`src/rtl/serial_word_assembler.sv`:
```
// Serial-to-parallel word assembler: strobed bits are shifted into a staging register
// and framed every WIDTH bits into a double-buffered output slot with a Valid/Ready handshake.
module serial_word_assembler #(
    parameter int WIDTH     = 8,
    parameter bit MSB_FIRST = 1'b1
) (
    input  logic                       Clock,
    input  logic                       Reset,
    input  logic                       E,
    input  logic                       D,
    input  logic                       Clear,
    input  logic                       Ready,
    output logic [WIDTH-1:0]           Q,
    output logic                       Valid,
    output logic                       Overrun,
    output logic [$clog2(WIDTH+1)-1:0] BitCount
);

    localparam int             CW   = $clog2(WIDTH+1);
    localparam logic [CW-1:0]  LAST = CW'(WIDTH-1);

    typedef enum logic {EMPTY, FULL} state_t;

    state_t           state, state_next;
    logic [WIDTH-1:0] sr;
    logic [WIDTH-1:0] shifted;
    logic             shift;
    logic             complete;
    logic             accept;

    generate
        if (MSB_FIRST) begin : g_msb
            assign shifted = {sr[WIDTH-2:0], D};
        end else begin : g_lsb
            assign shifted = {D, sr[WIDTH-1:1]};
        end
    endgenerate

    // Clear wins over the strobe, so a cleared edge never samples D.
    assign shift    = E & ~Clear;
    assign complete = shift & (BitCount == LAST);
    assign accept   = (state == EMPTY) | Ready;

    always_ff @(posedge Clock or posedge Reset) begin
        if (Reset) state <= EMPTY;
        else       state <= state_next;
    end

    always_comb begin
        state_next = state;
        case (state)
            EMPTY: if (complete)           state_next = FULL;
            FULL:  if (!complete && Ready) state_next = EMPTY;
            default:                       state_next = EMPTY;
        endcase
    end

    assign Valid = (state == FULL);

    always_ff @(posedge Clock or posedge Reset) begin
        if (Reset) begin
            sr       <= '0;
            BitCount <= '0;
            Q        <= '0;
            Overrun  <= 1'b0;
        end else if (Clear) begin
            sr       <= '0;
            BitCount <= '0;
            Overrun  <= 1'b0;
        end else if (complete) begin
            sr       <= '0;
            BitCount <= '0;
            // A full slot not being drained this edge means the new word is lost.
            if (accept) Q       <= shifted;
            else        Overrun <= 1'b1;
        end else if (shift) begin
            sr       <= shifted;
            BitCount <= BitCount + CW'(1);
        end
    end

endmodule

```
`config.mk`:
```
export PLATFORM = sky130hd
export DESIGN_NAME = serial_word_assembler
export DESIGN_NICKNAME = d
export VERILOG_FILES = /design/src/rtl/serial_word_assembler.sv
export SDC_FILE = /design/constraint.sdc
export NUM_CORES = 1
export LEC_CHECK = 0
export BUFFER_PORTS_ARGS = -buffer_cell sky130_fd_sc_hd__buf_4
export CAP_MARGIN = 15
export CORE_AREA = 10 10 56 69
export CTS_CLUSTER_DIAMETER = 40
export DETAILED_ROUTE_END_ITERATION = 7
export DIE_AREA = 0 0 66 79
export GPL_ROUTABILITY_DRIVEN = 0
export RECOVER_POWER = 50
export SETUP_SLACK_MARGIN = 0.02
export SLEW_MARGIN = 20
export SYNTH_ARGS = -nofsm -noshare
export SYNTH_HDL_FRONTEND = slang
export SYNTH_SLANG_ARGS = --single-unit
```
`constraint.sdc`:
```
create_clock -name Clock -period 3.6 [get_ports Clock]
set_input_delay 0.18 -clock Clock [delete_from_list [all_inputs] [get_ports Clock]]
set_output_delay 0.18 -clock Clock [all_outputs]
set_load 0.1 [all_outputs]
```
Yosys cells after proc, flatten, opt, wreduce, memory -nomap -nowiden:

Index checks and enable logic that the tools add are counted.

* bits of input ports: 6
* output and inout port bits: 14
* logic and storage cells: 31
* RAM bits: 0
* memory bits (read-only): 0
* memories kept: 0
* latch bits: 0
* bits in registers: 21

* $mul: 0
* multiplexer cells: 12
* bitwise gates (word level): 5
* magnitude comparators: 0
* divide/modulo/power cells: 0
* reductions and logical operators: 6
* $add $sub $neg: 1
* equality and inequality tests: 2
* shift operators: 0

Operator list (count)
* $mux 7: 3
* $mux 4: 3
* $mux 1: 5
* $add 4x1->4 const B: 1
* $eq 4x3->1 const B: 1
* $reduce_and 3->1: 1
* $reduce_bool 3->1: 1
* $and 1x1->1: 2
* $ne 2x2->1 const B: 1
* $not 1->1: 2
* $pmux 1 s2: 1
* $reduce_and 2->1: 1
* $reduce_bool 2->1: 1
* $logic_and 1x1->1: 1
* $logic_not 1->1: 1
* $or 1x1->1: 1

Logic depth before layout (Yosys ltp):

* depth after elaboration: 7
* gate-level depth with buffers: 4
* mapped depth without buffers: 4

Worst setup path after synthesis:

Ideal clock, no wire load.

* path kind: register -> register
* start: register BitCount[1]
* end: register Q[0]
* slack: 1.334 ns
* data required time: 3.475 ns
* cell stages (with the launch flop): 5
* arrival time: 2.141 ns
* clock period less this slack: 2.266 ns
* path through: dfrtp_1 ha_1 nand4b_2 nor3_4 mux2_2

* word-level cells in the longest chain between the ends: 3

RTL lines
* start: declaration: RTL line 16 `output logic [$clog2(WIDTH+1)-1:0] BitCount`
* start signal: assignment: RTL line 78 `BitCount <= BitCount + CW'(1);`
* $eq 4x3->1: RTL line 41 `assign complete = shift & (BitCount == LAST);`
* $and 1x1->1: RTL line 41
* $reduce_and 3->1 (no line)
* end signal: assignment: RTL line 74 `if (accept) Q <= shifted;`
* end: declaration: RTL line 13 `output logic [WIDTH-1:0] Q,`

Every way passes these cells.
A chain may end at the register's enable or synchronous reset.

Final worst setup path:

* start: register BitCount[0]
* end: register Q[7]

Same word-level chain as after synthesis.

==> impl_metrics.ini <==
[critical_path]
cp-start-kind = flip-flop
cp.required_ns = 3.78
worstPathArrival_ns = 1.94
worstSetupEndpointType = flip-flop
worst-path-max-fanout = 8
cpMaxStageDelayCell = dfrtp_1
worstPathCellList = ha_1, nand4b_2, nor3_4, mux2_2
slowest_delay_ns = 0.41
setup.worst_path.class = reg -> reg

[power]
p_switching_mw = 0.0976
leakage_nw = 0.527
pwr-share-clk_pct = 27.5
ir_worst_vdd_v = 0.000213
intPower_mw = 0.293
pwr-share-comb_pct = 10.4
switching_share_pct = 25.0
p_seq_share_pct = 62.1
powerDensity_nw_per_um2 = 373

[detailed_routing]
drc = 0
wl_um = 1670
drt.antenna.violating_nets = 0
wl_per_cell_um = 14.3
drtIter0Drc = 13
drt_first_pass_iters = 2
num_vias = 583
routed_via_density = 4.98

[placement]
portBuffers = 19

[clock_tree]
cts_setup_buffers = 0
root_buffer = clkbuf_4
cts_max_level = 1
cts.sinks = 21
path_clk_slew_ns = 0.11
cts.repair.resized = 0
numCtsBuffers = 3
cts_tree = yes
cts_buffer_depth = 2
hold_buffers = 0
clk_latency_ns = 0.29

[floorplan]
dieHeight_um = 79
fp.dieW_um = 66
core_area_um2 = 2600
dieArea_um2 = 5210
rows = 21
pin_count = 20
start_util_pct = 33.1

[layout]
diodes = 0
final_layout_size_suffix_gt1_share_pct = 34.9
area_delta_synth_final_pct = 21.3
fin_nets = 91

[sta]
hold_slack_ns = 0.0280
maxSlewHeadroom_pct = 22.0
slew_violations = 0
skew_ns = 0.00729
hold_viol = 0
max_freq_mhz = 570
post-route-min-period_ns = 1.76
min_period_over_period_pct = 48.8
rsz0062_at_grt = no
final.setup.tns_ns = 0
finalSetupViolCount = 0
worst_pin_slew_ns = 1.18

[grt]
overflow = 0
track_usage_pct = 7.01
grt_pass1_vias = 631
grt_max_degree = 22
antenna_found_initial = 0
grt_pass1_wl_um = 2900

[logic_synthesis]
synth.largest_area_cell = dfrtp_1
yosys-top-cells-area = dfrtp_1, mux2_2, a22o_1
netlist_instances = 62
ys_seq_area_share_pct = 61.0
synth_top_area_share_pct = 61.0
yosys_register_bits = 21
syn_nets = 69
synth_cell_types = 19
yosysWarnings = 0
synth.avg_cell_area_um2 = 13.9
syn_area_um2 = 862

[run]
maxCapViolCount = 0

[outcome]
status = complete, no violations

[min_path]
hp-class = in -> async
## cell usage in the layout (no fill, tap or decap)
cell       Yosys  routed
a22o_1         7       7
a311oi_2       1       1
a31oi_1        1       1
buf_4          0      13
clkbuf_1       1       6
clkbuf_4       0       4
dfrtp_1       21      21
ha_1           1       1
inv_1          5       5
mux2_2         9       9
mux2i_1        2       2
nand2_1        1       1
nand4b_2       1       1
nor2_1         5       5
nor2b_1        1       1
nor3_4         1       1
o2111ai_1      1       1
o22ai_1        1       1
o31a_1         1       1
xor2_1         1       1
## per-layer routing
| layer | GRT usage (%) | up-vias | part of all wire, % |
|---|---|---|---|
| met1 | 7.55 | 297 | 44 |
| li1 | - | 268 | - |
| met4 | 3.78 | 0 | 1.9 |
| met2 | 11.6 | 14 | 47 |
| met3 | 2.53 | 4 | 6.3 |
| met5 | 0 | - | 0 |
## synthesized netlist by cell type (all sizes together)
cell and number:
nor3 1, a22o 7, nand2 1, nor2 5
xor2 1, o2111ai 1, dfrtp 21, nand4b 1
a31oi 1, inv 5, clkbuf 1, mux2i 2
a311oi 1, ha 1, mux2 9, nor2b 1
o31a 1, buf 1, o22ai 1
## power by group through the flow
| stage | registers, mW | clock network [mW] | logic [mW] |
|---|---|---|---|
| after floorplan | 0.262 | 0 | 0.0146 |
| after global placement | 0.247 | 0 | 0.0408 |
| after detailed placement | 0.247 | 0 | 0.0416 |
| after CTS | 0.243 | 0.112 | 0.0415 |
| after global routing | 0.243 | 0.124 | 0.0443 |
| final | 0.243 | 0.107 | 0.0406 |
## metrics by stage
step | cells | total power [mW] | utilization, % | setup slack (ns) | cell area (µm²)
2_1_floorplan | 62 | 0.276 | - | 1.33 | 862
3_3_place_gp | 113 | 0.288 | 39.9 | 1.91 | 1040
3_5_place_dp | 113 | 0.289 | 39.9 | 1.83 | 1040
4_1_cts | 117 | 0.396 | 40.9 | 1.81 | 1060
5_1_grt | 117 | 0.411 | 40.2 | 1.73 | 1050
6_report | 117 | 0.390 | 40.2 | 1.84 | 1050
## worst max-delay path, delay by kind of cell (launching register included)
family / cells / cell delay, ns
adder cells (fa/ha/maj): 1 / 0.27
AND/OR/NAND/NOR: 2 / 0.58
flip-flops: 1 / 0.41
multiplexers: 1 / 0.39
## final cells by class
cell class                 instances  area, µm²
inverter                           5       18.8
clock buffer                       4       26.3
fill                             247       1560
sequential                        21        526
tap                               34       42.5
multi-input combinational         34        309
timing repair buffer              19        124
## flip-flops by register name (all words and copies together), names as in the netlist
| register | flops |
|---|---|
| Overrun | 1 |
| Q | 8 |
| sr | 7 |
| BitCount | 4 |
| Valid | 1 |
## kinds of logic after synthesis
group / Yosys count / share of synthesized area (%)
xor gates and xnor gates: 1 / 1.02
DFF: 21 / 61.0
AOI/OAI and AO/OA: 12 / 12.3
buffers and inverters: 7 / 3.19
muxes: 11 / 14.1
and+or+nand+nor: 9 / 6.97
adders and majority gates: 1 / 1.45
## final timing paths
path,start,to,slack (ns),cells after the start
setup reg to reg,BitCount[0],Q[7],1.84,4
max in group asynchronous,Reset,sr[0],3.08,2
min in group Clock,Ready,Valid,0.09,2
hold / removal,Reset,sr[4],0.03,2
setup / recovery,BitCount[0],Q[7],1.84,4
hold reg to reg,sr[6],sr[6],0.51,1
Power figures use the tool's default switching activity.
